**src/rtl/fa_pkg.sv**
```systemverilog
// Shared definitions for the full-adder self-test controller and its golden model.
package fa_pkg;

  typedef enum logic [1:0] {
    ST_IDLE   = 2'd0,
    ST_SETTLE = 2'd1,
    ST_SAMPLE = 2'd2,
    ST_DONE   = 2'd3
  } fa_state_e;

  localparam int FA_VEC_W   = 3;
  localparam int FA_NUM_VEC = 8;

  function automatic logic fa_majority(input logic [FA_VEC_W-1:0] i_v);
    return (i_v[2] & i_v[1]) | (i_v[2] & i_v[0]) | (i_v[1] & i_v[0]);
  endfunction

endpackage

```
**src/rtl/fa_golden.sv**
```systemverilog
// Golden full-adder model: expected sum/cout for a {a,b,cin} vector.
module fa_golden
  import fa_pkg::*;
(
  input  logic [FA_VEC_W-1:0] i_vec,
  output logic                o_exp_sum,
  output logic                o_exp_cout
);

  assign o_exp_sum  = ^i_vec;
  assign o_exp_cout = fa_majority(i_vec);

endmodule

```
**src/rtl/full_adder_bist.sv**
```systemverilog
// Self-test controller: sweeps all {a,b,cin} vectors through an external full adder,
// compares each settled response against fa_golden and reports the outcome.
module full_adder_bist
  import fa_pkg::*;
#(
  parameter int SETTLE_CYCLES = 2,
  parameter int ERR_W         = 4
) (
  input  logic             i_clk,
  input  logic             i_rst,
  input  logic             i_start,
  output logic             o_a,
  output logic             o_b,
  output logic             o_cin,
  input  logic             i_sum,
  input  logic             i_cout,
  output logic             o_busy,
  output logic             o_done,
  output logic             o_pass,
  output logic [ERR_W-1:0] o_err_count,
  output logic [2:0]       o_first_fail
);

  localparam int                  CNT_W    = (SETTLE_CYCLES > 1) ? $clog2(SETTLE_CYCLES) : 1;
  localparam logic [CNT_W-1:0]    CNT_LAST = CNT_W'(SETTLE_CYCLES - 1);
  localparam logic [FA_VEC_W-1:0] VEC_LAST = FA_VEC_W'(FA_NUM_VEC - 1);
  localparam logic [ERR_W-1:0]    ERR_MAX  = {ERR_W{1'b1}};

  fa_state_e           r_state, w_state_nxt;
  logic [FA_VEC_W-1:0] r_vec, w_vec_nxt;
  logic [CNT_W-1:0]    r_cnt, w_cnt_nxt;
  logic [ERR_W-1:0]    r_err, w_err_nxt;
  logic [2:0]          r_first_fail, w_first_fail_nxt;
  logic                r_fail_seen, w_fail_seen_nxt;
  logic                r_busy, r_done, r_pass;
  logic                w_exp_sum, w_exp_cout, w_mismatch;

  fa_golden u_golden (
    .i_vec      (r_vec),
    .o_exp_sum  (w_exp_sum),
    .o_exp_cout (w_exp_cout)
  );

  assign w_mismatch = (i_sum != w_exp_sum) || (i_cout != w_exp_cout);

  always_comb begin
    w_state_nxt      = r_state;
    w_vec_nxt        = r_vec;
    w_cnt_nxt        = r_cnt;
    w_err_nxt        = r_err;
    w_first_fail_nxt = r_first_fail;
    w_fail_seen_nxt  = r_fail_seen;
    case (r_state)
      ST_IDLE, ST_DONE: begin
        if (i_start) begin
          w_state_nxt      = ST_SETTLE;
          w_vec_nxt        = {FA_VEC_W{1'b0}};
          w_cnt_nxt        = {CNT_W{1'b0}};
          w_err_nxt        = {ERR_W{1'b0}};
          w_first_fail_nxt = 3'b000;
          w_fail_seen_nxt  = 1'b0;
        end else begin
          w_state_nxt = r_state;
        end
      end
      ST_SETTLE: begin
        if (r_cnt == CNT_LAST) begin
          w_state_nxt = ST_SAMPLE;
        end else begin
          w_cnt_nxt = r_cnt + CNT_W'(1'b1);
        end
      end
      ST_SAMPLE: begin
        if (w_mismatch) begin
          w_err_nxt = (r_err == ERR_MAX) ? r_err : r_err + ERR_W'(1'b1);
          if (!r_fail_seen) begin
            w_first_fail_nxt = r_vec;
            w_fail_seen_nxt  = 1'b1;
          end else begin
            w_first_fail_nxt = r_first_fail;
          end
        end else begin
          w_err_nxt = r_err;
        end
        // last vector's check lands in the same cycle as the move to DONE
        if (r_vec == VEC_LAST) begin
          w_state_nxt = ST_DONE;
        end else begin
          w_vec_nxt   = r_vec + FA_VEC_W'(1'b1);
          w_cnt_nxt   = {CNT_W{1'b0}};
          w_state_nxt = ST_SETTLE;
        end
      end
      default: w_state_nxt = ST_IDLE;
    endcase
  end

  always_ff @(posedge i_clk) begin
    if (i_rst) begin
      r_state <= ST_IDLE;
    end else begin
      r_state <= w_state_nxt;
    end
  end

  always_ff @(posedge i_clk) begin
    if (i_rst) begin
      r_vec        <= {FA_VEC_W{1'b0}};
      r_cnt        <= {CNT_W{1'b0}};
      r_err        <= {ERR_W{1'b0}};
      r_first_fail <= 3'b000;
      r_fail_seen  <= 1'b0;
      r_busy       <= 1'b0;
      r_done       <= 1'b0;
      r_pass       <= 1'b0;
    end else begin
      r_vec        <= w_vec_nxt;
      r_cnt        <= w_cnt_nxt;
      r_err        <= w_err_nxt;
      r_first_fail <= w_first_fail_nxt;
      r_fail_seen  <= w_fail_seen_nxt;
      r_busy       <= (w_state_nxt == ST_SETTLE) || (w_state_nxt == ST_SAMPLE);
      r_done       <= (w_state_nxt == ST_DONE);
      r_pass       <= (w_state_nxt == ST_DONE) && (w_err_nxt == {ERR_W{1'b0}});
    end
  end

  assign o_a          = r_vec[2];
  assign o_b          = r_vec[1];
  assign o_cin        = r_vec[0];
  assign o_busy       = r_busy;
  assign o_done       = r_done;
  assign o_pass       = r_pass;
  assign o_err_count  = r_err;
  assign o_first_fail = r_first_fail;

endmodule

```
**config.mk**
```make
export PLATFORM = sky130hd
export DESIGN_NAME = full_adder_bist
export DESIGN_NICKNAME = d
export VERILOG_FILES = /design/src/rtl/fa_pkg.sv /design/src/rtl/fa_golden.sv /design/src/rtl/full_adder_bist.sv
export SDC_FILE = /design/constraint.sdc
export NUM_CORES = 1
export LEC_CHECK = 0
export CAP_MARGIN = 30
export CORE_MARGIN = 10
export CORE_UTILIZATION = 40
export CTS_CLUSTER_SIZE = 28
export DETAILED_ROUTE_END_ITERATION = 6
export SLEW_MARGIN = 20
export SYNTH_ARGS = -nofsm -noshare
export SYNTH_HDL_FRONTEND = slang
export SYNTH_SLANG_ARGS = --single-unit
```
**constraint.sdc**
```tcl
create_clock -name i_clk -period 6.19 [get_ports i_clk]
set_input_delay 1.238 -clock i_clk [delete_from_list [all_inputs] [get_ports i_clk]]
set_output_delay 1.238 -clock i_clk [all_outputs]
set_load 0.02 [all_outputs]
```
==> results.md, run 1 <==
* WHS Path Cells at 2
* Clock tree buffer depth at 2
* Slew @ Worst Pin at ~0.57 ns
* Wire per inst at ~14 microns
* Routed wire length at ~2200 microns
* #FFs+latches synth at 17
* Ys async rst share at 0
* First DRT Iteration DRCs at 32
* CTS tree: yes
* Worst-path cell chain: clkdlybuf4s50_1
* Vias/cell at about 5.4
* Bufs and invs on worst path at 1
* Largest net degree at the start of global routing at 17
* Max stage delay on crit path at between 0.6 and 0.7 ns
* CP delay by family, top: buffers and inverters
* Critical path required time at approximately 5.0 ns
* Post-synth EDFFs at 0
* Synth top area share at 0.385
* Synth Instances at 106
* Full die area at around 4500 sq um
* Netlist cell types at 28
* Fin. max-slew vios at 0
* Port bufs at 17
* HPWL after DPL at 1640 microns
* ANT cells at 0
* Startpoint Class: register
* # rows at 16
* FF/Latch Area at about 340 sq um
* Placer Congestion at a little under 0.9
* Clock transition at path regs at 0.10 ns
* Final setup fails at 0
* First-pass GRT wire length at between 3000 and 4000 microns
* Most frequent cell after synthesis: dfxtp_1
* Chip height at 67.0 microns
* Pleak at about 0.39 nW
* Via count at around 810
* Starting density of the core at 0.437
* YS warnings at 0
* RSZ-0062 raised after global routing: false
* Vias in the first global route at around 800
* Critical Path Stages at 1
* Syn avg cell area at roughly 8.3 sq um
* Synth area leader: dfxtp_1
* Area of the multi-input gates at 509 sq um
* Die W at around 67 microns
* Crit path kind: register to output port
* Final nets at about 140
* Core box area at between 2000 and 2500 sq um
* Gr ovfl total at 0
* Max VDD drop at 141 uV
* Hold Crit Class: register to register
* Clock sinks at 17
* CTS resizes at 0
* Clk Latency, worst-skew pair at ~0.30 ns
* Synth top area cells: dfxtp_1 39%, ha_1 8.5%, a21oi_1 6.8%, nand2_1 5.1%, nor2_1 4.2%
* Post-Syn Nets at ~120
* IO Pins at 18
* Status: completed
* Max Freq at 376 MHz
* Main flop type after synthesis: dfxtp_1
* R2R cell count at 7
* CP max-delay cell: clkdlybuf4s50_1
* Area grow syn2layout at 24.8%
* Post-DRT Antenna Nets at 0
* Worst slew margin at 0.620
* Pre-antenna DRT Iters at 4
* Total GRT Usage at 0.101
* Hold_buf cts at 0
* Total setup buffers inserted after CTS at 0
* Critical Path AT at approximately 1.4 ns
* Slack of the critical path at 3.53 ns
* Synth top cells by count: 17 x dfxtp_1, 12 x a21oi_1, 12 x nand2_1, 10 x nor2_1
* Sequential share of the synthesized area at 0.385
* H-tree Lvls at 1
* Number of fill cells in the layout at between 200 and 250
* Pwr/cell area at 195 nW/um^2
* CP max FO at 7
* Tcrit/Tclk final at 0.430
* Fin. Hold Viols at 0
* Tmin final at between 2 and 3 ns
* CTS root buf: clkbuf_4
* Mapped Area at slightly below 900 sq um
* Share of cells above drive strength 1 at 0.0403
* CTS buffer count at 3
* Setup tns final at 0 ns
* MaxCap Viol Count at 0
* Initial antenna violation count at 0
* Post-Place Worst Slack at 3.31 ns
* Final clock skew at ~0.0012 ns
* Crit end category: output port
* Drt drc at 0
flip-flops by register name, indices dropped and copies added, names as in the netlist:
| register | count |
|---|---|
| o_pass | 1 |
| r_cnt | 1 |
| r_fail_seen | 1 |
| o_first_fail | 3 |
| r_vec | 3 |
| o_busy | 1 |
| o_done | 1 |
| o_err_count | 4 |
| r_state | 2 |
layout make-up:
cell class                      instances  area share
Inverter                                6      0.0204
Multi-Input combinational cell         80       0.462
Tap cell                               27      0.0306
Sequential cell                        17       0.309
Clock buffer                            4      0.0238
Timing Repair Buffer                   17       0.154
per-stage QoR:
stage / cells / instance area, sq um / util / hold slack (ns) / power, W
2_1_floorplan: 106 / 883 / - / 0.468 / 0.000144
3_3_place_gp: 147 / 1080 / 0.532 / 0.439 / 0.000155
3_5_place_dp: 147 / 1080 / 0.532 / 0.444 / 0.000156
4_1_cts: 151 / 1100 / 0.545 / 0.459 / 0.000218
5_1_grt: 151 / 1100 / 0.545 / 0.484 / 0.000229
6_report: 151 / 1100 / 0.545 / 0.457 / 0.000215
kinds of logic after synthesis:
group / share of synthesized area
AOI/OAI and AO/OA: 0.177
xor gates and xnor gates: 0.0198
adders and majority gates: 0.108
buffers and inverters: 0.0382
DFF: 0.385
muxes: 0.0170
and+or+nand+nor: 0.255
per-layer routing:
layer  share of wire  vias up  track usage  wire length [microns]
met5               0        -            0                      0
met4           0.012        0       0.0436                     27
met3           0.065        4       0.0368                    141
met2            0.49       22        0.164                   1050
met1            0.43      375        0.117                    939
li1                -      411            -                      -
where the power goes:
group,switching [W],internal (W),total (W)
logic,0.0000241,0.0000154,0.0000396
registers,0.00000179,0.000112,0.000114
clock network,0.0000363,0.0000252,0.0000614
cell usage in the layout, fill, tap and decap left out, drive strengths merged:
cell            n
a32oi           2
clkbuf          4
and4bb          1
a41oi           1
fa              1
a22oi           1
a31oi           1
a211o           1
nor2b           6
a21boi          1
mux2            1
o311a           1
nor2           10
and2            1
nand3           4
nor3            3
dfxtp          17
nand2          12
nor3b           1
a21oi          12
nor4            1
o21ai           5
xor2            2
clkdlybuf4s50  17
inv             6
nand4           4
ha              6
nand2b          2
worst paths after layout:
check,slack (ns),to,from
max reg2reg,3.94,o_pass,r_vec[2]
max,3.53,o_err_count[0],o_err_count[0]
min reg2reg,0.46,o_first_fail[2],o_first_fail[2]
min,0.46,o_first_fail[2],o_first_fail[2]
No activity file was read; power rests on OpenSTA's default activity.
==> inputs of run 2 (changes only) <==
==> constraint.sdc (replaced) <==
create_clock -name i_clk -period 2.45 [get_ports i_clk]
set_input_delay 0.49 -clock i_clk [delete_from_list [all_inputs] [get_ports i_clk]]
set_output_delay 0.49 -clock i_clk [all_outputs]
set_load 0.02 [all_outputs]
==> results.md, run 2 (same netlist as run 1, synthesis figures left out) <==
* Status: completed
* Starting density of the core at 0.437
* Pre-antenna DRT Iters at 4
* Tmin final at 2.23 ns
* Via count at about 830
* WHS Path Cells at 2
* Post-Place Worst Slack at roughly 0.26 ns
* Pwr/cell area at around 500 nW/um^2
* First-pass GRT wire length at between 3000 and 4000 microns
* # rows at 16
* Area grow syn2layout at 26.5%
* Hold_buf cts at 0
* Fin. max-slew vios at 0
* IO Pins at 18
* Wire per inst at 13.9 microns
* Die W at roughly 67 microns
* Fin. Hold Viols at 0
* CTS tree: yes
* Full die area at ~4500 sq um
* Slack of the critical path at 0.220 ns
* CTS resizes at 0
* Setup tns final at 0 ns
* H-tree Lvls at 1
* R2R cell count at 7
* Drt drc at 0
* HPWL after DPL at approximately 1600 microns
* Chip height at roughly 67 microns
* Critical path required time at about 2.7 ns
* Slew @ Worst Pin at 0.497 ns
* Clock sinks at 17
* Vias/cell at between 5 and 6
* First DRT Iteration DRCs at 31
* Critical Path AT at about 2.5 ns
* Share of cells above drive strength 1 at 0.0556
* Final clock skew at about 0.012 ns
* Gr ovfl total at 0
* Final nets at around 140
* Largest net degree at the start of global routing at 17
* CTS root buf: clkbuf_4
* Clock transition at path regs at roughly 0.10 ns
* Tcrit/Tclk final at 0.910
* CTS buffer count at 3
* Pleak at between 0.3 and 0.4 nW
* Vias in the first global route at 779
* Startpoint Class: register
* Total GRT Usage at 0.0993
* Max Freq at roughly 450 MHz
* Number of flip-flops under the largest register name at 4
* Post-DRT Antenna Nets at 0
* Clock tree buffer depth at 2
* MaxCap Viol Count at 0
* Crit end category: register
* Total setup buffers inserted after CTS at 0
* ANT cells at 0
* Core box area at around 2000 sq um
* Hold Crit Class: register to register
* RSZ-0062 raised after global routing: false
* Max VDD drop at 372 uV
* Port bufs at 17
* Placer Congestion at around 0.82
* Routed wire length at between 2000 and 2500 microns
* Clk Latency, worst-skew pair at 0.30 ns
* Initial antenna violation count at 0
* Final Util at 0.553
* Worst slew margin at 0.667
* Number of fill cells in the layout at ~190
* Final setup fails at 0
* Commonest cells after routing, fill and taps aside: 17 x clkdlybuf4s50_1, 17 x dfxtp_1, 12 x nand2_1, 12 x a21oi_1, 10 x nor2_1
* Crit path kind: register to register
* CP max FO at 5
-- run 2: cell count changes in the layout (fill, tap and decap cells not counted) --
cell	before	now
buf_4	0	2
-- run 2: area by class of cell --
cell class	count	area, sq um	share of cell area
Clock buffer	4	26.3	0.0235
Sequential cell	17	340	0.305
Inverter	6	22.5	0.0202
Multi-Input combinational cell	80	509	0.456
Tap cell	27	33.8	0.0302
Timing Repair Buffer	19	185	0.166
-- run 2: worst max-delay path, stage by stage, from the launching register on --
cell,delay [ns]
dfxtp_1,0.42
inv_1,0.09
fa_1,0.49
xor2_1,0.20
a32oi_1,0.29
mux2_4,0.34
a22oi_2,0.13
and4bb_1,0.21
-- run 2: path summary, 6_finish.rpt --
check	end	startpoint	slack [ns]
hold reg to reg	o_first_fail[0]	o_first_fail[0]	0.45
hold / removal	o_first_fail[0]	o_first_fail[0]	0.45
setup / recovery	o_pass	r_vec[2]	0.22
setup reg to reg	o_pass	r_vec[2]	0.22
-- run 2: stage by stage --
step                      hold WS, ns  std cells  cell area, sq um  total power [W]
final                           0.455        153              1120         0.000543
after global routing            0.489        153              1120         0.000573
after CTS                       0.459        153              1120         0.000547
after detailed placement        0.446        149              1090         0.000396
after global placement          0.439        149              1090         0.000396
after floorplan                 0.468        106               883         0.000363
-- run 2: power breakdown --
part / total [W] / internal (W) / switching [W] / leakage (nW)
registers: 0.000289 / 0.000284 / 0.00000460 / 0.138
logic: 0.000104 / 0.0000404 / 0.0000641 / 0.247
clock network: 0.000150 / 0.0000634 / 0.0000866 / 0.0150
total: 0.000543 / 0.000388 / 0.000155 / 0.399
-- run 2: per-layer routing --
metal  wire (microns)  track usage  vias to the layer above
met3              146       0.0418                        6
li1                 -            -                      415
met4               52       0.0462                        0
met2              956        0.161                       22
met5                0            0                        -
met1              974        0.110                      382
==> inputs of run 3 (changes only) <==
--- a/config.mk
+++ b/config.mk
@@ -7,9 +7,10 @@
 export LEC_CHECK = 0
 export CAP_MARGIN = 30
 export CORE_MARGIN = 10
-export CORE_UTILIZATION = 40
+export CORE_UTILIZATION = 44
 export CTS_CLUSTER_SIZE = 28
 export DETAILED_ROUTE_END_ITERATION = 6
+export PLACE_DENSITY = 0.73
 export SLEW_MARGIN = 20
 export SYNTH_ARGS = -nofsm -noshare
 export SYNTH_HDL_FRONTEND = slang
==> constraint.sdc (replaced) <==
create_clock -name i_clk -period 1.96 [get_ports i_clk]
set_input_delay 0.392 -clock i_clk [delete_from_list [all_inputs] [get_ports i_clk]]
set_output_delay 0.392 -clock i_clk [all_outputs]
set_load 0.02 [all_outputs]
==> results.md, run 3 (same netlist as run 1, synthesis figures left out) <==
* CTS tree: yes
* Starting density of the core at 0.455
* Number of fill cells in the layout at between 150 and 200
* Post-DRT Antenna Nets at 0
* Slew @ Worst Pin at between 0.3 and 0.4 ns
* Hold Crit Class: register to register
* Routed wire length at 2240 microns
* Pint at about 0.00050 W
* Hold_buf cts at 0
* Largest net degree at the start of global routing at 16
* Pwr/cell area at around 550 nW/um^2
* Total GRT Usage at 0.105
* Drt drc at 0
* Failing checks: negative setup slack
* Reg-to-Reg Start: r_vec[0]
* Startpoint Class: register
* Vias in the first global route at roughly 840
* Tmin final at about 2.1 ns
* Pre-antenna DRT Iters at 4
* CP max FO at 4
* Wire per inst at around 14 microns
* CTS root buf: clkbuf_4
* H-tree Lvls at 1
* DP Cell Count at roughly 160
* HPWL after DPL at roughly 1700 microns
* Area grow syn2layout at 42.5%
* Reg2reg end: o_pass
* Gr ovfl total at 0
* # rows at 16
* Port bufs at 17
* Max VDD drop at roughly 430 uV
* CTS buffer count at 3
* Total setup buffers inserted after CTS at 0
* IO Pins at 18
* Core box area at between 1500 and 2000 sq um
* Initial antenna violation count at 0
* Status: finished, violations left
* Crit path kind: register to register
* Max Freq at slightly below 500 MHz
* Critical path required time at about 2.2 ns
* Share of cells above drive strength 1 at 0.239
* Clock tree buffer depth at 2
* Sequential share of power at 0.515
* First-pass GRT wire length at between 3000 and 4000 microns
* Full die area at between 4000 and 5000 sq um
* Final clock skew at roughly 0.0024 ns
* Number of flip-flops under the largest register name at 4
* Commonest cells after routing, fill and taps aside: 17 x clkdlybuf4s50_1, 14 x dfxtp_1, 14 x buf_4, 12 x nand2_1, 12 x a21oi_1
* Clock transition at path regs at about 0.10 ns
* Crit end category: register
* Combinational share of power at 0.221
* Die W at about 65 microns
* First DRT Iteration DRCs at between 40 and 50
* Chip height at 64.8 microns
* Fin. Hold Viols at 0
* Placer Congestion at 0.898
* Vias/cell at 5.30
* Tcrit/Tclk final at 1.06
* Leading cell type in the layout, fill and taps excluded: clkdlybuf4s50_1
* Final Non-Filler Cells at 165
* R2R Setup Slk at -0.12 ns
* Post-Place Cell Area at 1210 sq um
* ANT cells at 0
* HP Start: o_first_fail[0]
* RSZ-0062 raised after global routing: true
* WHS Path Cells at 2
* P_sw at 0.000194 W
* Pleak at between 0.4 and 0.5 nW
* Final setup fails at 3
* Clk Latency, worst-skew pair at 0.28 ns
* Switching share of power at 0.281
* MaxCap Viol Count at 0
* Final Cell Area at 1260 sq um
* Worst slew margin at 0.770
* Clock sinks at 17
* WHS Endpoint: o_first_fail[0]
* Slack of the critical path at -0.116 ns
* Critical Path AT at 2.31 ns
* Fin. max-slew vios at 0
* Final nets at 151
* R2R cell count at 7
* Clock Power Share at 0.264
* Via count at a little under 900
==> run 3: cell types whose count changed in the layout (fill, tap and decap cells not counted), moves of 2 or more <==
cell / before / now
buf_4: 2 / 14
dfxtp_1: 17 / 14
dfxtp_4: 0 / 3
inv_1: 6 / 4
inv_2: 0 / 2
nor2_1: 10 / 8
nor2_2: 0 / 2
==> run 3: worst max-delay path, cell delays in order (launching register included) <==
cell      delay, ns
dfxtp_4        0.37
inv_2          0.04
fa_1           0.51
xor2_2         0.19
a32oi_2        0.25
mux2_4         0.33
a22oi_2        0.13
and4bb_1       0.20
==> run 3: area by class of cell <==
class | count | area [sq um] | area share
well taps | 27 | 33.8 | 0.0268
inverters | 6 | 22.5 | 0.0179
multi-input cells | 80 | 549 | 0.436
flip-flops and latches | 17 | 352 | 0.279
clock buffers | 4 | 26.3 | 0.0209
repair buffers | 31 | 275 | 0.219
==> run 3: worst max-delay path by stage <==
stage | startpoint | end | slack (ns) | cells after the start
2_1_floorplan | r_vec[0] | o_pass | -0.05 | 7
6_report | r_vec[0] | o_pass | -0.12 | 7
3_5_place_dp | r_vec[0] | o_pass | -0.1 | 7
3_3_place_gp | r_vec[0] | o_pass | -0.02 | 7
4_1_cts | r_vec[0] | o_pass | -0.12 | 7
5_1_grt | r_vec[0] | o_pass | -0.19 | 7
==> run 3: per-stage QoR <==
| step | power, W | setup slack (ns) | hold slack, ns | utilization | setup TNS [ns] |
|---|---|---|---|---|---|
| finish | 0.000691 | -0.116 | 0.456 | 0.648 | -0.175 |
| global placement | 0.000507 | -0.0225 | 0.440 | 0.622 | -0.0225 |
| detailed placement | 0.000510 | -0.0983 | 0.447 | 0.622 | -0.162 |
| CTS | 0.000695 | -0.122 | 0.459 | 0.640 | -0.199 |
| floorplan | 0.000451 | -0.0450 | 0.464 | - | -0.0450 |
| global route | 0.000724 | -0.190 | 0.489 | 0.648 | -0.573 |
==> run 3: power groups by stage <==
stage | Clock, W | Sequential (W) | Combinational (W)
finish | 0.000183 | 0.000356 | 0.000152
CTS | 0.000191 | 0.000356 | 0.000148
detailed placement | 0 | 0.000364 | 0.000146
floorplan | 0 | 0.000369 | 0.0000823
global placement | 0 | 0.000364 | 0.000143
global route | 0.000200 | 0.000358 | 0.000166
==> run 3: repair_timing <==
action / CTS / global route
gates cloned: 0 / 0
endpoints found under the setup margin: 3 / 9
pin swaps: 2 / 1
gates resized for setup: 2 / 6
==> run 3: routing by layer <==
| metal | global-route usage | wire length [microns] | part of all wire |
|---|---|---|---|
| met1 | 0.113 | 936 | 0.42 |
| met2 | 0.185 | 1130 | 0.51 |
| met3 | 0.0258 | 148 | 0.066 |
| met4 | 0.0535 | 19 | 0.0085 |
| met5 | 0 | 0 | 0 |
==> variant 1 (config.mk and constraints of run 2) <==
`SETTLE_CYCLES`: 2 -> 4.
--- a/src/rtl/full_adder_bist.sv
+++ b/src/rtl/full_adder_bist.sv
@@ -3,7 +3,7 @@
 module full_adder_bist
   import fa_pkg::*;
 #(
-  parameter int SETTLE_CYCLES = 2,
+  parameter int SETTLE_CYCLES = 4,
   parameter int ERR_W         = 4
 ) (
   input  logic             i_clk,
Formal check against the unedited RTL: not equivalent (a bounded check fails within 10 cycles, from zero or initial values and one cycle with i_rst high).
==> variant 1 against run 2 <==
  * Synthesized cell count increased by 8.5%
  * Area after synthesis increased by 14%
  * Setup slack improved by 64 ps
  * Routed wire length increased by 5.3%
  * Non-clock buffer count decreased by 1
  * Highest routed layer unchanged
  * Sequential power increased by 4%
  * Critical path depth unchanged
  * Hold slack improved by 4.9 ps
  * Die area increased by 9.7%
  * Cell area increased by 11%
  * Critical endpoint unchanged
  * Largest power group unchanged
  * Utilization decreased by 4.1 points
  * First-iteration DRC count increased by 110%
  * Power increased by 5.8%
  * Sequential cell count increased by 1
==> variant 1: results <==
{
  "outcome": "finished clean",
  "r2r_start": "r_vec[2]",
  "finalClockSkew_ps": 5.30,
  "r2r_end": "o_pass",
  "place_congestion": 0.775,
  "synth_common_cells": "18 x dfxtp_1, 13 x a21oi_1, 11 x nor2_1, 9 x nand2_1, 8 x inv_1",
  "synthArstFlopShare": 0,
  "grt_util_all_layers": 0.0962,
  "whs_ps": 460,
  "first_global_vias": 852,
  "grt_max_degree": 14,
  "antenna_found_initial": 0,
  "clkTransAtPathRegs_ps": 100,
  "synth_compound_area_frac": 0.183,
  "ys_seq_area_frac": 0.358,
  "cp_slowest_stage_delay_ps": 580,
  "fin_cells": 164,
  "drt-initial-drc-count": 64,
  "avgViaCountPerCell": 5.21,
  "cellLeakagePower_nw": 0.478,
  "syn_inst": 115,
  "hold_depth": 2,
  "min_from": "o_first_fail[0]",
  "ys_types": 37,
  "wl_per_cell_um": 13.7,
  "arrival_ps": 2350,
  "grt_pass1_wl_um": 4040,
  "cts_post_setup_buffers_inserted": 0,
  "n_fill_cell": 254,
  "cts-resized-gates": 0,
  "hpwl_um": 1710,
  "synthXorXnorAreaFrac": 0.0323,
  "drive_gt1_frac": 0.104,
  "largest_reg_flops": 4,
  "worstHoldPathType": "reg2reg",
  "cts.path.max_buffers": 2,
  "power.density_nw_per_um2": 462,
  "synth_fa_ha_area_frac": 0.107,
  "path_max_fanout": 7,
  "nets": 148,
  "dpl_worst_slack_ps": 286,
  "ir_worst_vdd_mv": 0.326,
  "synth.area.top_cells": "dfxtp_1 36%, ha_1 8.7%, a21oi_1 6.5%",
  "slew_headroom": 0.698,
  "place_area_sq_um": 1210,
  "syn_nets": 128,
  "synthMuxAreaShare": 0.0211,
  "drt-pass1-iter-count": 4,
  "clk_latency_ps": 290,
  "crit_slowest_cell": "fa_1"
}
==> variant 1: changes by cell type after synthesis, sizes merged, moves of 3 or more <==
cell	delta
a22oi	+3
nand2	-3
nand3	-3
nand3b	+3
nor2b	-3
o21ai	-3
==> variant 1: logic make-up after synthesis <==
logic type      after synthesis
compound gates               27
mux                           2
xor+xnor                      2
flops                        18
buf+inv                      11
simple gates                 47
fa+ha+maj                     8
==> variant 1: final cells by class <==
class / instances / area share
multi-input cells: 86 / 0.484
repair buffers: 18 / 0.143
flip-flops and latches: 18 / 0.289
clock buffers: 4 / 0.0291
well taps: 30 / 0.0302
inverters: 8 / 0.0241
==> variant 1: metal layers <==
metal | GRT usage | up-vias | share of wire
met3 | 0.0254 | 4 | 0.033
met5 | 0 | - | 0
met2 | 0.140 | 13 | 0.46
li1 | - | 445 | -
met4 | 0.0373 | 0 | 0.011
met1 | 0.130 | 392 | 0.50
==> variant 1: critical path, delay by kind of cell (launching register included) <==
family                     cells  cell delay (ps)
DFF                            1              430
buffers and inverters          1               90
and+or+nand+nor                3              530
AOI/OAI and AO/OA              1              140
adders and majority gates      1              580
xor gates and xnor gates       1              280
==> variant 1: worst max-delay path by stage <==
stage | cells after the start | start | end | slack (ps)
after floorplan | 7 | r_vec[2] | o_pass | 310
after global routing | 7 | r_vec[2] | o_pass | 80
final | 7 | r_vec[2] | o_pass | 280
after global placement | 7 | r_vec[2] | o_pass | 340
after detailed placement | 7 | r_vec[2] | o_pass | 290
after CTS | 7 | r_vec[2] | o_pass | 270
==> variant 1: where the power goes <==
group	internal, mW	switching [mW]	leakage, nW
registers	0.298	0.00306	0.146
clock network	0.0906	0.0916	0.0210
logic	0.0364	0.0551	0.311
total	0.425	0.150	0.478
==> variant 2 (flow settings as in run 2) <==
Made on the original files. Re-encode `fa_state_e` (4 states) as one-hot, 4 bits wide.
--- a/src/rtl/fa_pkg.sv
+++ b/src/rtl/fa_pkg.sv
@@ -1,11 +1,11 @@
 // Shared definitions for the full-adder self-test controller and its golden model.
 package fa_pkg;
 
-  typedef enum logic [1:0] {
-    ST_IDLE   = 2'd0,
-    ST_SETTLE = 2'd1,
-    ST_SAMPLE = 2'd2,
-    ST_DONE   = 2'd3
+  typedef enum logic [3:0] {
+    ST_IDLE   = 4'b0001,
+    ST_SETTLE = 4'b0010,
+    ST_SAMPLE = 4'b0100,
+    ST_DONE   = 4'b1000
   } fa_state_e;
 
   localparam int FA_VEC_W   = 3;
Function: no difference found for any inputs over 10 cycles, from zero or initial values and one cycle with i_rst high; not proved beyond that.
==> variant 2 against run 2 <==
  * Setup slack gained 57 ps
  * Critical endpoint unchanged
  * Sequential cell count up 2
  * Area after synthesis increased by 16%
  * Routed wire length increased by 2.0%
  * Cell area increased by 12%
Power is not compared: it rests on default switching activity, and its combinational part moved more than twofold at a synthesized area within 25%.
==> variant 2: results <==
{
  "drt-pass1-iter-count": 4,
  "synth.area.top_cells": "dfxtp_1 37%, a21oi_1 6.3%, nor4b_4 4.6%",
  "yosysWarnings": 0,
  "cts-resized-gates": 0,
  "cts.path.max_buffers": 2,
  "clk_latency_ps": 300,
  "first_global_vias": 793,
  "syn_inst": 112,
  "ys_seq_area_frac": 0.370,
  "rrSetupSlack_ps": 280,
  "cts_root_buf": "clkbuf_4",
  "clkTransAtPathRegs_ps": 110,
  "place_congestion": 0.801,
  "ir_worst_vdd_mv": 0.369,
  "slew_headroom": 0.704,
  "crit_end": "o_pass",
  "cp_slowest_stage_delay_ps": 520,
  "finalClockSkew_ps": 9.14,
  "grt_max_degree": 17,
  "arrival_ps": 2370,
  "cts_inserted_buffers": 3,
  "portBuffers": 17,
  "cts_post_setup_buffers_inserted": 0,
  "syn_nets": 121,
  "n_antenna_cell": 0,
  "cts-htree-levels": 1,
  "worstSetupPathType": "reg2reg",
  "wl_um": 2170,
  "critPathTopFamily": "adder cells",
  "drive_gt1_frac": 0.100,
  "p_sw_frac": 0.247,
  "ys_types": 40,
  "synth_ff_type": "dfxtp_1",
  "worstHoldPathType": "reg2reg",
  "antenna_found_initial": 0,
  "nets": 140,
  "synthArstFlopShare": 0,
  "grt_util_all_layers": 0.0887,
  "cp-startpoint": "r_vec[2]",
  "synth_common_cells": "19 x dfxtp_1, 13 x a21oi_1, 10 x nor2_1, 8 x nand2_1",
  "cellLeakagePower_nw": 0.409,
  "outcome": "finished clean",
  "crit_slowest_cell": "fa_1",
  "hpwl_um": 1640,
  "drt-initial-drc-count": 34,
  "reg2regPathDepth": 7,
  "grt_pass1_wl_um": 3780,
  "avgViaCountPerCell": 5.36,
  "path_max_fanout": 5,
  "fin_cells": 160
}
-- variant 2: per-layer routing --
layer,global-route usage,up-vias,part of all wire
met3,0.0530,2,0.082
met5,0,-,0
met4,0.0215,0,0.0055
li1,-,444,-
met1,0.105,392,0.45
met2,0.134,19,0.46
-- variant 2: layout make-up --
| class | instances | area (sq um) |
|---|---|---|
| Fill cell | 226 | 1200 |
| Multi-Input combinational cell | 84 | 603 |
| Sequential cell | 19 | 380 |
| Timing Repair Buffer | 20 | 193 |
| Tap cell | 30 | 37.5 |
| Clock buffer | 3 | 22.5 |
| Inverter | 3 | 11.3 |
| Clock inverter | 1 | 7.51 |
-- variant 2: power by group through the flow --
stage / Clock [mW] / Combinational [mW] / Sequential [mW]
2_1_floorplan: 0 / 0.0378 / 0.322
3_3_place_gp: 0 / 0.0483 / 0.328
3_5_place_dp: 0 / 0.0479 / 0.328
4_1_cts: 0.168 / 0.0482 / 0.321
5_1_grt: 0.182 / 0.0526 / 0.322
6_report: 0.160 / 0.0476 / 0.321
-- variant 2: how the worst min path moves through the flow --
stage,startpoint,to,slack (ps),cells past startpoint
after floorplan,r_cnt,r_cnt,440,2
after global placement,r_cnt,r_cnt,450,2
after detailed placement,r_cnt,r_cnt,460,2
after CTS,r_cnt,r_cnt,470,2
after global routing,r_cnt,r_cnt,500,2
final,r_cnt,r_cnt,470,2
-- variant 2: stage by stage --
stage	util	power, mW	setup slack [ps]	area (sq um)
after floorplan	-	0.359	358	1030
after global placement	0.499	0.376	359	1220
after detailed placement	0.499	0.376	313	1220
after CTS	0.511	0.537	267	1250
after global routing	0.511	0.557	54.6	1250
final	0.511	0.528	277	1250
-- variant 2: logic make-up after synthesis --
kind of cell	Yosys count	synth area share
simple gates	43	0.287
compound gates	31	0.192
flops	19	0.370
buf+inv	9	0.0438
xor+xnor	6	0.0511
fa+ha+maj	4	0.0560
-- variant 2: worst min-delay path, cell delays in order (launching register included) --
cell and delay [ps]:
dfxtp_1 330, nand2_1 50, a21oi_1 50
